$ cat src/rtl/noc_pkg.sv
// Shared types and defaults for the NoC local-port scheduler.
package noc_pkg;

  localparam int FLIT_W      = 16;
  localparam int N_REQ_DEF   = 4;
  localparam int CREDITS_DEF = 4;

  typedef logic [FLIT_W-1:0] flit_t;

  typedef enum logic {
    IDLE = 1'b0,
    LOCK = 1'b1
  } sched_state_t;

endpackage

$ cat src/rtl/noc_local_sched_if.sv
// Source-side and router-side signals of the local-port scheduler, bundled as one port.
interface noc_local_sched_if
  import noc_pkg::*;
#(
  parameter int N_REQ = N_REQ_DEF
) ();

  flit_t [N_REQ-1:0] src_flit_i;
  logic  [N_REQ-1:0] src_valid_i;
  logic  [N_REQ-1:0] src_last_i;
  logic  [N_REQ-1:0] src_rdy_o;
  flit_t             local_o;
  logic              valid_o;
  logic              incr_i;
  logic              cred_err_o;

  modport slave (
    input  src_flit_i,
    input  src_valid_i,
    input  src_last_i,
    input  incr_i,
    output src_rdy_o,
    output local_o,
    output valid_o,
    output cred_err_o
  );

  modport master (
    output src_flit_i,
    output src_valid_i,
    output src_last_i,
    output incr_i,
    input  src_rdy_o,
    input  local_o,
    input  valid_o,
    input  cred_err_o
  );

endinterface

$ cat src/rtl/noc_local_sched_rr_arbiter.sv
// Round-robin arbiter: picks the first requester at or after ptr_i, wrapping to 0.
module rr_arbiter #(
  parameter  int N  = 4,
  localparam int PW = (N > 1) ? $clog2(N) : 1
) (
  input  logic [N-1:0]  req_i,
  input  logic [PW-1:0] ptr_i,
  output logic [N-1:0]  gnt_o
);

  // NOTE: every variable written here gets a default first, so no path can infer a latch.
  always_comb begin
    logic          found;
    int            sum;
    logic [PW-1:0] idx;
    gnt_o = '0;
    found = 1'b0;
    sum   = 0;
    idx   = '0;
    for (int off = 0; off < N; off++) begin
      sum = int'(ptr_i) + off;
      if (sum >= N) sum = sum - N;
      idx = PW'(sum);
      if (!found && req_i[idx]) begin
        gnt_o[idx] = 1'b1;
        found      = 1'b1;
      end
    end
  end

endmodule

$ cat src/rtl/noc_local_sched.sv
// Packet-atomic, credit-gated scheduler feeding N_REQ sources into one router local input port.
module noc_local_sched
  import noc_pkg::*;
#(
  parameter int N_REQ   = N_REQ_DEF,
  parameter int CREDITS = CREDITS_DEF
) (
  input logic              clk,
  input logic              rst,
  noc_local_sched_if.slave bus
);

  localparam int PW = (N_REQ > 1) ? $clog2(N_REQ) : 1;
  localparam int CW = $clog2(CREDITS + 1);
  localparam logic [CW-1:0] CRED_MAX = CW'(CREDITS);
  localparam logic [PW-1:0] PTR_LAST = PW'(N_REQ - 1);

  sched_state_t  state_q;
  logic [PW-1:0] gnt_q;
  logic [PW-1:0] ptr_q;
  logic [CW-1:0] credits_q;
  logic [CW-1:0] credits_d;
  flit_t         local_q;
  logic          valid_q;
  logic          cred_err_q;

  logic [N_REQ-1:0] arb_gnt;
  logic [N_REQ-1:0] rdy;
  logic [PW-1:0]    win_idx;
  logic [PW-1:0]    xfer_idx;
  logic [PW-1:0]    next_ptr;
  logic             has_cred;
  logic             xfer;
  logic             xfer_last;
  logic             overflow;
  flit_t            xfer_flit;

  rr_arbiter #(.N(N_REQ)) u_arb (
    .req_i (bus.src_valid_i),
    .ptr_i (ptr_q),
    .gnt_o (arb_gnt)
  );

  always_comb begin
    win_idx = '0;
    for (int i = 0; i < N_REQ; i++) begin
      if (arb_gnt[i]) win_idx = PW'(i);
    end
  end

  assign has_cred = (credits_q != '0);

  // Ready is combinational on src_valid_i in IDLE; in LOCK it only depends on credits.
  always_comb begin
    rdy = '0;
    if (!rst && has_cred) begin
      if (state_q == IDLE) rdy = arb_gnt;
      else                 rdy[gnt_q] = 1'b1;
    end
  end

  assign xfer      = |(rdy & bus.src_valid_i);
  assign xfer_idx  = (state_q == IDLE) ? win_idx : gnt_q;
  assign xfer_last = bus.src_last_i[xfer_idx];
  assign xfer_flit = bus.src_flit_i[xfer_idx];
  assign next_ptr  = (xfer_idx == PTR_LAST) ? '0 : xfer_idx + PW'(1);

  // A simultaneous transfer and credit return cancel out.
  always_comb begin
    credits_d = credits_q;
    overflow  = 1'b0;
    case ({xfer, bus.incr_i})
      2'b10: credits_d = credits_q - CW'(1);
      2'b01: begin
        if (credits_q == CRED_MAX) overflow  = 1'b1;
        else                       credits_d = credits_q + CW'(1);
      end
      default: ;
    endcase
  end

  // NOTE: sequential state uses non-blocking assignments so every register samples pre-edge values.
  always_ff @(posedge clk) begin
    if (rst) begin
      state_q    <= IDLE;
      gnt_q      <= '0;
      ptr_q      <= '0;
      credits_q  <= CRED_MAX;
      local_q    <= '0;
      valid_q    <= 1'b0;
      cred_err_q <= 1'b0;
    end else begin
      valid_q   <= xfer;
      credits_q <= credits_d;
      if (xfer)     local_q    <= xfer_flit;
      if (overflow) cred_err_q <= 1'b1;
      case (state_q)
        IDLE: begin
          if (xfer) begin
            if (xfer_last) begin
              ptr_q <= next_ptr;
            end else begin
              state_q <= LOCK;
              gnt_q   <= xfer_idx;
            end
          end
        end
        LOCK: begin
          if (xfer && xfer_last) begin
            state_q <= IDLE;
            ptr_q   <= next_ptr;
          end
        end
        default: state_q <= IDLE;
      endcase
    end
  end

  assign bus.src_rdy_o  = rdy;
  assign bus.local_o    = local_q;
  assign bus.valid_o    = valid_q;
  assign bus.cred_err_o = cred_err_q;

  a_rdy_onehot0: assert property (@(posedge clk) $onehot0(rdy));
  a_cred_range:  assert property (@(posedge clk) disable iff (rst) credits_q <= CRED_MAX);

endmodule
$ cat src/flat_wrapper.sv
// flat-port wrapper written by rule: the top's interface ports become plain ports
module noc_local_sched_flat import noc_pkg::*;
#(
  parameter int N_REQ   = N_REQ_DEF,
  parameter int CREDITS = CREDITS_DEF
)
  (clk, rst, bus_src_flit_i, bus_src_valid_i, bus_src_last_i, bus_incr_i, bus_src_rdy_o, bus_local_o, bus_valid_o, bus_cred_err_o);
  noc_local_sched_if #(.N_REQ(N_REQ)) bus_i ();
  input logic clk;
  input logic rst;
  input wire logic [$bits(bus_i.src_flit_i)-1:0] bus_src_flit_i;
  input wire logic [$bits(bus_i.src_valid_i)-1:0] bus_src_valid_i;
  input wire logic [$bits(bus_i.src_last_i)-1:0] bus_src_last_i;
  input wire logic [$bits(bus_i.incr_i)-1:0] bus_incr_i;
  output wire logic [$bits(bus_i.src_rdy_o)-1:0] bus_src_rdy_o;
  output wire logic [$bits(bus_i.local_o)-1:0] bus_local_o;
  output wire logic [$bits(bus_i.valid_o)-1:0] bus_valid_o;
  output wire logic [$bits(bus_i.cred_err_o)-1:0] bus_cred_err_o;
  assign bus_i.src_flit_i = bus_src_flit_i;
  assign bus_i.src_valid_i = bus_src_valid_i;
  assign bus_i.src_last_i = bus_src_last_i;
  assign bus_i.incr_i = bus_incr_i;
  assign bus_src_rdy_o = bus_i.src_rdy_o;
  assign bus_local_o = bus_i.local_o;
  assign bus_valid_o = bus_i.valid_o;
  assign bus_cred_err_o = bus_i.cred_err_o;
  noc_local_sched #(.N_REQ(N_REQ), .CREDITS(CREDITS)) u_core (.clk(clk), .rst(rst), .bus(bus_i));
endmodule
$ cat config.mk
export PLATFORM = sky130hd
export DESIGN_NAME = noc_local_sched_flat
export DESIGN_NICKNAME = d
export VERILOG_FILES = /design/src/rtl/noc_pkg.sv /design/src/rtl/noc_local_sched_if.sv /design/src/rtl/noc_local_sched_rr_arbiter.sv /design/src/rtl/noc_local_sched.sv /design/src/flat_wrapper.sv
export SDC_FILE = /design/constraint.sdc
export NUM_CORES = 1
export LEC_CHECK = 0
export ABC_AREA = 1
export CAP_MARGIN = 15
export CORE_MARGIN = 1
export CORE_UTILIZATION = 30
export DETAILED_ROUTE_END_ITERATION = 8
export PLACE_DENSITY_LB_ADDON = 0.3
export SLEW_MARGIN = 20
export SYNTH_ARGS = -nofsm -noshare
export SYNTH_HDL_FRONTEND = slang
export SYNTH_HIERARCHICAL = 1
export SYNTH_SLANG_ARGS = --single-unit
$ cat constraint.sdc
create_clock -name clk -period 6.5 [get_ports clk]
set_input_delay 1.95 -clock clk [delete_from_list [all_inputs] [get_ports clk]]
set_output_delay 1.95 -clock clk [all_outputs]
set_load 0.01 [all_outputs]
==> results.toml, run 1 <==
[run_status]
status = "finished, violations left"
violations = "design-rule violations"

[sta]
timing.hold.ws_ns = 0.473
fin_crit_sh = 0.959
rsz0062_at_grt = "false"
post-route-min-period_ns = 6.23
skew_ns = 0.00173
tightest_slew_ns = 0.703
final.setup.tns_ns = 0
fmax_mhz = 160
relSlewSlack = 0.530
finalSetupViolCount = 0
hold_violations = 0
drv_slew = 0

[clocking]
root_buffer = "clkbuf_8"
cts_max_path_buffers = 2
cts_setup_buffers = 0
htreeDepth = 1
cts_buffers = 3
clk_pin_slew_ns = 0.08
cts_tree = "done"
holdBufCountCts = 0
cts.sinks = 26
ctsResizeCount = 0
clkLatencyLatePin_ns = 0.26

[logic_synthesis]
yosys_warnings = 6
syn_nets = 415
synth_edf_count = 0
syn_area_um2 = 2050
async_reset_ff_frac = 0
yosys.area.top_type = "dfxtp_1"
synthFlopType = "dfxtp_1"
synth_cells = 333
synth_seq_cells = 26
yosysTopAreaCellShare = 0.254
yosysMostFrequentCell = "nor2_1"
synth_common_cells = "72 x nor2_1, 47 x nand2_1, 46 x o21ai_0"
syn_area_per_cell_um2 = 6.16
yosysSeqAreaShare = 0.254
yosys.cell_types.count = 32
synth.area.top_cells = "dfxtp_1 25%, nor2_1 13%, o21ai_0 11%"

[placed_design]
routabilityCongestion = 0.824
dp_hpwl_um = 4940
port_buffers = 96
place_inst = 496

[die]
core_area_um2 = 6460
die_area_um2 = 7170
die_y_um = 84.7
die_w_um = 84.7
start_util = 0.318
pin_count = 97
rows = 29

[finish]
area_growth_pct = 51.2
fill_cells = 695
nets = 506
antenna_cells = 0
layout-drive-gt1-share = 0.0640
instances_no_fill = 499

[detailed_routing]
dr.pass1.iters = 6
drt_wl_total_um = 6300
postRouteAntennaNets = 0
drt_iter0_markers = 79
routed-via-count = 2471
drcViolationCount = 2
routedWlPerCell_um = 12.6
viasPerCell = 4.95

[power]
p_leak_nw = 1.28
p_total_mw = 1.20
power_density_nw_per_um2 = 388
vdd_ir_drop_max_uv = 156

[hold_path]
hp-class = "register to register"

[global_routing]
antenna_found_initial = 0
gr-total-overflow = 0
gr-usage-all-layers = 0.183
grt_pass1_wl_um = 10700
grt_max_degree = 40
grt_pass1_vias = 2420

[setup_path]
crit_arrival_ns = 4.28
critPathLaunchType = "input pin"
end_kind = "output port"
rrSetupSlack_ns = 2.73
crit_type = "input pin to output port"
path_max_fanout = 4
crit_required_ns = 4.55

[job]
max_cap_viol_count = 0
-- worst paths after layout --
check / startpoint / endpoint / cells past startpoint
setup reg to reg: u_core/ptr_q[0] / u_core/credits_q[2] / 20
hold reg to reg: u_core/bus.local_o[8] / u_core/bus.local_o[8] / 2
hold / removal: u_core/bus.local_o[8] / u_core/bus.local_o[8] / 2
setup / recovery: bus_src_valid_i[2] / bus_src_rdy_o[3] / 16
-- metrics by stage --
step / cell area [um^2] / setup slack [ns] / utilization
finish: 3100 / 0.265 / 0.480
global route: 3100 / 0.0348 / 0.480
CTS: 3100 / 0.276 / 0.480
detailed placement: 3060 / 0.301 / 0.474
global placement: 3060 / 0.331 / 0.474
floorplan: 2050 / 1.14 / -
-- cell usage in the layout (no fill, tap or decap), types with 2 or more instances in the layout --
cell type	Yosys	final
nand2_1	47	47
buf_4	1	5
inv_2	3	3
clkdlybuf4s50_1	0	96
nand4_1	2	2
or2_1	2	2
a21oi_2	2	2
nand2_4	2	2
nor2_4	2	2
nand2_2	4	4
nor2_1	72	72
clkbuf_8	0	3
nand3_1	34	34
inv_1	25	25
nand3_2	2	2
ha_1	6	6
nor3_1	2	2
a21oi_1	11	11
o22ai_1	16	16
o21ai_1	6	6
dfxtp_1	26	26
o21ai_0	46	46
-- area by class of cell --
cell class / instances / area, um^2 / share of cell area
clock buffers: 3 / 41.3 / 0.0133
inverters: 29 / 111 / 0.0359
multi-input cells: 263 / 1330 / 0.430
flip-flops and latches: 26 / 520 / 0.168
well taps: 77 / 96.3 / 0.0311
repair buffers: 101 / 998 / 0.322
-- power breakdown --
part	internal, mW	total, mW	leakage, nW	switching, mW
Clock	0.0414	0.0877	0.0216	0.0463
Sequential	0.209	0.249	0.214	0.0405
Combinational	0.344	0.866	1.04	0.522
-- flip-flops by register name, summed over array words and instances, names as in the netlist, named ones only --
name / flops
u_core/gnt_q: 2
u_core/bus.local_o: 16
u_core/bus.cred_err_o: 1
u_core/bus.valid_o: 1
u_core/credits_q: 3
u_core/ptr_q: 2
-- kinds of logic after synthesis --
family | Yosys count | share of synthesized area
compound gates | 85 | 0.235
fa+ha+maj | 7 | 0.0464
buf+inv | 44 | 0.0964
flops | 26 | 0.254
simple gates | 171 | 0.369
-- metal layers --
metal / track usage / vias to the layer above / part of all wire
met5: 0 / - / 0
met4: 0.0508 / 0 / 0.0073
met3: 0.0521 / 2 / 0.080
met2: 0.323 / 81 / 0.48
met1: 0.215 / 1099 / 0.44
li1: - / 1289 / -
-- worst max-delay path: stages --
cell and delay (ns):
clkdlybuf4s50_1 0.55, inv_1 0.07, nand2_1 0.08, nand3_1 0.10
nand2_1 0.14, nand3_1 0.08, nand2_1 0.08, inv_1 0.04
nand3_1 0.15, inv_1 0.07, nand2_2 0.08, nand2_1 0.06
nand2_2 0.07, inv_1 0.05, nor3_1 0.14, clkdlybuf4s50_1 0.58
Note: power is estimated with default switching activity, not from simulation.
==> inputs of run 2 (changes only) <==
- GPL_ROUTABILITY_DRIVEN: not set -> 0
==> run 2 against run 1 <==
Compared with the run above: the flow now finishes without violations; power increased by 1.7%; sequential power is essentially flat; fmax is essentially flat; cell area rose by 0.44%; sequential share of layout area decreased by 0.074 points; critical endpoint unchanged; setup slack got worse by 0.0023 ns; routed wire length increased by 1.4%; utilization grew 0.21 points; clock skew is 0.00094 ns higher; highest routed layer unchanged; first-iteration DRC count increased by 42%.
==> results.toml, run 2 (synthesis gave the netlist of run 1 again) <==
[die]
pin_count = 97
die_y_um = 84.7
die_w_um = 84.7
core_area_um2 = 6460
start_util = 0.318
die_area_um2 = 7170
rows = 29

[detailed_routing]
drt_wl_total_um = 6390
routed-via-count = 2497
viasPerCell = 4.99
drcViolationCount = 0
drt_iter0_markers = 112
routedWlPerCell_um = 12.8
dr.pass1.iters = 6
postRouteAntennaNets = 0

[clocking]
holdBufCountCts = 0
cts_max_path_buffers = 2
cts_buffers = 3
root_buffer = "clkbuf_8"
clk_pin_slew_ns = 0.09
cts.sinks = 26
clkLatencyLatePin_ns = 0.27
htreeDepth = 1
cts_setup_buffers = 0
cts_tree = "done"
ctsResizeCount = 0

[finish]
largest_reg_flops = 16
layout-drive-gt1-share = 0.0662
instances_no_fill = 500
antenna_cells = 0
area_growth_pct = 51.9
fill_cells = 701
layout_common_cells = "96 x clkdlybuf4s50_1, 72 x nor2_1, 47 x nand2_1, 46 x o21ai_0, 34 x nand3_1"
final_common_cell = "clkdlybuf4s50_1"
nets = 506

[power]
p_total_mw = 1.22
vdd_ir_drop_max_uv = 139
power_density_nw_per_um2 = 393
p_leak_nw = 1.28

[run_status]
status = "complete, no violations"

[sta]
final.setup.tns_ns = 0
finalSetupViolCount = 0
fin_crit_sh = 0.960
tightest_slew_ns = 0.742
skew_ns = 0.00267
rsz0062_at_grt = "false"
timing.hold.ws_ns = 0.477
relSlewSlack = 0.504
post-route-min-period_ns = 6.24
drv_slew = 0
hold_violations = 0
fmax_mhz = 160

[setup_path]
cp-startpoint = "bus_src_valid_i[2]"
cp_common_cell = "nand2_2"
rrSetupSlack_ns = 2.78
r2r-start = "u_core/ptr_q[0]"
crit_required_ns = 4.55
slowest_delay_ns = 0.58
critPathLaunchType = "input pin"
critical_path.slowest_cell = "clkdlybuf4s50_1"
end_kind = "output port"
cp_cell_sequence = "clkdlybuf4s50_1 -> nand2_2 -> nand3_2 -> nand2_4 -> nand2_4 -> nor2_4 -> nand2_1 -> nand3_1 -> inv_1 -> nand2_2 -> nand2_1 -> nand2_2 -> inv_1 -> nor3_1 -> clkdlybuf4s50_1"
crit_type = "input pin to output port"
path_max_fanout = 5
crit_arrival_ns = 4.29
ff2ff_path_depth = 20

[global_routing]
antenna_found_initial = 0
gr-usage-all-layers = 0.183
grt_pass1_wl_um = 10700
gr-total-overflow = 0
grt_pass1_vias = 2420
grt_max_degree = 40

[placed_design]
dp_hpwl_um = 4940
port_buffers = 96
place_inst = 496

[hold_path]
hold_start = "u_core/bus.local_o[8]"
hp-class = "register to register"
whs_path_depth = 2

[job]
max_cap_viol_count = 0
==> run 2: power breakdown <==
part	leakage [nW]	total [mW]	switching (mW)	internal (mW)
clock	0.0288	0.104	0.0501	0.0541
sequential	0.214	0.249	0.0405	0.209
combinational	1.04	0.870	0.526	0.343
total	1.28	1.22	0.617	0.606
==> run 2: path summary, 6_finish.rpt <==
path | endpoint
worst max-delay path | bus_src_rdy_o[3]
worst min-delay path | u_core/bus.local_o[8]
worst max register to register | u_core/credits_q[2]
worst min register to register | u_core/bus.local_o[8]
==> run 2: metal layers <==
metal | vias up | track usage | part of all wire
li1 | 1292 | - | -
met1 | 1104 | 0.213 | 0.43
met2 | 93 | 0.316 | 0.47
met3 | 8 | 0.0619 | 0.088
met4 | 0 | 0.0570 | 0.013
met5 | - | 0 | 0
==> run 2: cell type report <==
class	count	area (um^2)	area share
multi-input combinational	263	1330	0.428
timing repair buffer	101	998	0.321
sequential	26	520	0.167
inverter	29	111	0.0358
tap	77	96.3	0.0309
clock buffer	4	55.1	0.0177
==> run 2: per-stage QoR <==
stage | utilization | setup WS (ns) | cell area [um^2]
2_1_floorplan | - | 1.14 | 2050
3_3_place_gp | 0.474 | 0.343 | 3060
3_5_place_dp | 0.474 | 0.294 | 3060
4_1_cts | 0.482 | 0.269 | 3110
5_1_grt | 0.482 | 0.000546 | 3110
6_report | 0.482 | 0.263 | 3110
==> run 2: worst max-delay path, delay by kind of cell <==
kind          cells  cell delay, ns
simple gates     11            1.15
buf+inv           4            1.19
==> inputs of run 3 (changes only) <==
- TNS_END_PERCENT: not set -> 20
==> results of run 3 <==
The final DEF is identical to that of run 2; final timing and power are the same.
==> RTL edit 1 (config.mk and constraints of run 2) <==
Set the package constant `FLIT_W` to 24 (it was 16).
--- a/src/rtl/noc_pkg.sv
+++ b/src/rtl/noc_pkg.sv
@@ -1,7 +1,7 @@
 // Shared types and defaults for the NoC local-port scheduler.
 package noc_pkg;
 
-  localparam int FLIT_W      = 16;
+  localparam int FLIT_W      = 24;
   localparam int N_REQ_DEF   = 4;
   localparam int CREDITS_DEF = 4;
 
Interface: changed (resized bus_local_o and bus_src_flit_i); port bits go from 97 to 137. The function was not compared with the original's and may differ.
==> RTL edit 1 against run 2 <==
Non-clock buffer count rose by 37; critical path depth fell by 3; synthesized area rose by 27%; design area rose by 32%; core utilization rose by 1.4 points; sequential cell count rose by 8; routed wire length rose by 31%; register-to-register slack got worse by 0.09 ns; count of clock-buffer cells in the layout rose by 1; worst setup slack improved by 0.12 ns; fmax rose by 2.0%; power rose by 25%.
==> RTL edit 1: results (changes against run 2) <==
The flow ran to the end, and the final reports show no timing, DRC or antenna violations. The arithmetic-cell share of the synthesized area counting full adders, half adders and majority gates came to 4.14% (-0.50 points). The final core utilization came out at 49.7% (+1.4 points). The net switching power is 0.000716 W (+16%). By count the netlist is led by nor2_1 (120), nand2_1 (57), o21ai_0 (51), dfxtp_1 (34), nand3_1 (31). The achievable clock frequency is 0.164 GHz (+2.0%). The flip-flop count of the largest register after layout is 24 (+8). The static leakage is 1.65 nW (+29%).

The global-route wire length before repair is 13,400 um (+26%). The number of port buffers is 136 (+42%). The non-filler instance count after layout is 651 (+30%). The worst-case vdd ir drop came out at 151 uV (+8.7%). The final net count was 660 (+30%). The routed length per instance came out at 12.9 um (+0.65%). The number of H-tree levels is 2 (+1). The arrival time of data at the critical path endpoint is 4.16 ns (-0.13 ns). The TritonCTS buffer count is 5 (+2). The standard cell area after detailed placement came out at 0.00398 mm2 (+30%).

The complex-gate fraction of the synthesized area is 22.1% (-1.4 points). The detailed placement HPWL is 6230 um (+26%). The longest individual stage delay on the worst path came out at 0.52 ns (-0.06 ns).

The reg-to-reg setup timing slack came out at 2.69 ns (-0.09 ns). The cell count after synthesis came out at 422 (+27%). The cell total after placement is 643 (+30%). The transition time of the tightest slew-check pin came out at 0.849 ns (+0.107 ns). The number of detailed-route iterations in the first pass was 4 (-2).

The all-layer global routing usage came out at 18.9% (+0.62 points). The worst slack at placement came to 0.419 ns (+0.124 ns). The count of different cell masters after synthesis came out at 33 (+3.1%).

The final hold slack came out at 0.469 ns (-0.00884 ns). By area the synthesized netlist is led by dfxtp_1 (26%), nor2_1 (17%), o21ai_0 (9.8%).
[RTL edit 1: cell types whose count changed after synthesis, moves of 4 or more]
| cell | run 2 | this run |
|---|---|---|
| o32ai_1 | 0 | 16 |
| nand2_1 | 47 | 57 |
| o21ai_1 | 6 | 10 |
| a21oi_1 | 11 | 15 |
| dfxtp_1 | 26 | 34 |
| o22ai_1 | 16 | 0 |
| nor2_1 | 72 | 120 |
| o21ai_0 | 46 | 51 |
[RTL edit 1: worst register-to-register path: stages (launching register included)]
cell     delay (ns)
dfxtp_1        0.60
inv_2          0.18
ha_1           0.39
inv_1          0.12
nand3_1        0.09
nand2_1        0.12
nand2_4        0.08
nor2_4         0.13
nand2_1        0.06
nand3_1        0.08
inv_1          0.06
o21ai_2        0.18
nand2_4        0.31
inv_2          0.72
ha_1           0.41
o21ai_0        0.15
nor2_1         0.05
[RTL edit 1: cell type report]
| class | count | share of cell area, % |
|---|---|---|
| clock buffers | 5 | 1.67 |
| well taps | 105 | 3.19 |
| flip-flops and latches | 34 | 16.5 |
| multi-input cells | 335 | 40.7 |
| clock inverters | 3 | 1.67 |
| repair buffers | 138 | 33.4 |
| inverters | 31 | 2.82 |
[RTL edit 1: metal layers]
metal  up-vias  track usage, %  share of wire (%)
li1       1643               -                  -
met1      1425            23.0                 45
met2       112            32.4                 47
met3        12            4.86                6.6
met4         0            6.06                1.9
met5         -               0                  0
[RTL edit 1: worst paths after layout]
kind,startpoint,end,cells past startpoint
hold / removal,u_core/bus.local_o[23],u_core/bus.local_o[23],2
setup reg to reg,u_core/ptr_q[0],u_core/ptr_q[1],16
hold reg to reg,u_core/bus.local_o[23],u_core/bus.local_o[23],2
setup / recovery,bus_src_valid_i[3],bus_src_rdy_o[2],12
==> RTL edit 2 (settings of run 2) <==
Without the edit above. Make the reset (`rst`) asynchronous in one clocked block.
--- a/src/rtl/noc_local_sched.sv
+++ b/src/rtl/noc_local_sched.sv
@@ -80,7 +80,7 @@
   end
 
   // NOTE: sequential state uses non-blocking assignments so every register samples pre-edge values.
-  always_ff @(posedge clk) begin
+  always_ff @(posedge clk or posedge rst) begin
     if (rst) begin
       state_q    <= IDLE;
       gnt_q      <= '0;
Formal check against the unedited RTL: differs if rst is asserted again (counterexample within 4 cycles, from zero or initial values and one cycle with rst high); with rst held inactive, the same outputs for 4 cycles.
==> RTL edit 2 against run 2 <==
Routed wire length fell by 2.4%; clock power shrank 12%; combinational power is 43% higher; design area increased by 3.9%; largest cell class unchanged; worst setup slack improved by 0.035 ns; global-route usage shrank 0.74 points; non-clock buffer count is 2 lower; power rose by 35%; critical path type unchanged; synthesized area rose by 6.0%; sequential cell count unchanged; critical endpoint unchanged; via count shrank 4.0%; worst hold slack got worse by 0.0041 ns; highest routed layer unchanged; critical path depth decreased by 2.
==> RTL edit 2: results (changes against run 2) <==
The flow ran to the end, and the final reports show no timing, DRC or antenna violations. The worst slack at placement is 0.307 ns (+0.0130 ns). By count the netlist is led by nand2_1 (86), nor2_1 (43), o21ai_0 (32), nand3_1 (29), dfrtp_1 (25). The global-route wire length before repair is 10,600 um (-1.1%). The final clock skew is 0.00209 ns (-0.000586 ns). The power drawn by the clock network was 0.0000912 W (-12%).

The cell total after placement is 503 (+1.4%). The standard cell area after detailed placement was 0.00319 mm2 (+4.3%). The cell count after synthesis came out at 321 (-3.6%). The all-layer global routing usage is 17.5% (-0.74 points).

The routed length per instance is 12.3 um (-3.7%). The source of the critical timing path is bus_src_valid_i[3]. The largest fanout on the critical path is 5 (unchanged).

The count of cells resized by post-cts repair came out at 0 (unchanged). The areal power density over the cells came to 511 mW/mm2 (+30%). The kind of cell with the highest combined delay along the critical path is simple AND/OR/NAND/NOR gates.

The number of port buffers is 96 (unchanged). The net switching power came out at 0.000876 W (+42%). The worst slew margin relative to its limit was 40.0% (-10 points).

The worst-case vdd ir drop is 176 uV (+27%). The achievable clock frequency came to 0.161 GHz (+0.57%). The count of different cell masters after synthesis is 37 (+16%).

The number of global-route vias before repair is 2,381 (-1.6%). The share of final-layout standard cells stronger than drive strength 1 came out at 9.25% (+2.6 points). The sequential-to-total area share from yosys stat is 30.0% (+4.6 points). The fraction of synthesis flops using an asynchronous set or reset pin is 100% (+100 points). The final net count came out at 494 (-2.4%). The origin of the worst min-delay path is u_core/credits_q[2]. The worst register-to-register path begins at u_core/ptr_q[0].

The register share of total power came out at 19.4% (-1.0 points). In the synthesized netlist the dominant register cell turns out to be dfrtp_1. The static leakage was 1.45 nW (+13%). The synthesized netlist net count came out at 403 (-2.9%). The number of detailed-route iterations in the first pass is 4 (-2).

The wire length reported by the detailed router was 6240 um (-2.4%). The mean number of vias per cell is 4.73 (-5.4%). The DRC marker count from the first detailed-route iteration came out at 90 (-20%). The longest individual stage delay on the worst path is 0.58 ns (about the same). The reg-to-reg setup timing slack came out at 2.77 ns (about the same). In the post-synthesis netlist, the biggest area contributors are dfrtp_1 (29%), nand2_1 (15%), nor2_1 (7.4%). The detailed placement HPWL is 4830 um (-2.1%). The flip-flop count of the largest register after layout came out at 16 (unchanged). The end of the worst register-to-register path is u_core/credits_q[2]. The type of the most critical hold path is flip-flop to flip-flop. The arrival time of data at the critical path endpoint is 4.25 ns (-0.04 ns). The largest net degree at the start of global routing is 38 (-5.0%). The number of H-tree levels is 1 (unchanged).
-- RTL edit 2: cell types whose count changed after synthesis, moves of 3 or more --
cell	before	now
a21oi_1	11	4
o21ai_0	46	32
inv_1	25	19
inv_2	3	6
nand2_1	47	86
dfrtp_1	0	25
nand3_1	34	29
dfxtp_1	26	0
nor2_1	72	43
nand2_2	4	8
-- RTL edit 2: how the worst min path moves through the flow --
| stage | slack, ns | endpoint | depth (start not counted) |
|---|---|---|---|
| 3_3_place_gp | 0.46 | u_core/credits_q[2] | 2 |
| 5_1_grt | 0.50 | u_core/credits_q[2] | 2 |
| 3_5_place_dp | 0.47 | u_core/bus.cred_err_o | 1 |
| 4_1_cts | 0.48 | u_core/credits_q[2] | 2 |
| 2_1_floorplan | 0.45 | u_core/credits_q[2] | 2 |
| 6_report | 0.47 | u_core/credits_q[2] | 2 |
-- RTL edit 2: cell families after synthesis --
kind of cell,after synthesis,synth area share [%]
adders and majority gates,7,4.38
AOI/OAI and AO/OA,63,16.5
xor gates and xnor gates,2,0.806
DFF,26,30.0
buffers and inverters,39,8.64
and+or+nand+nor,184,39.7
-- RTL edit 2: routing by layer --
layer	vias up	GRT usage, %	wire, um
met5	-	0	0
met4	0	4.17	61
met3	8	5.31	528
met2	83	29.8	2820
met1	1076	21.8	2830
li1	1229	-	-
-- RTL edit 2: layout make-up --
type                    count  area [um2]
repair buffers             99         983
inverters                  26         100
flip-flops and latches     26         652
fillers                   698        3670
well taps                  96         120
multi-input cells         256        1330
clock buffers               4        45.0
-- RTL edit 2: worst reg2reg max path, delay by kind of cell (launching register included) --
family	cells	cell delay, ns
compound gates	1	0.08
fa+ha+maj	2	0.81
flops	1	0.60
simple gates	14	1.86
buf+inv	3	0.31
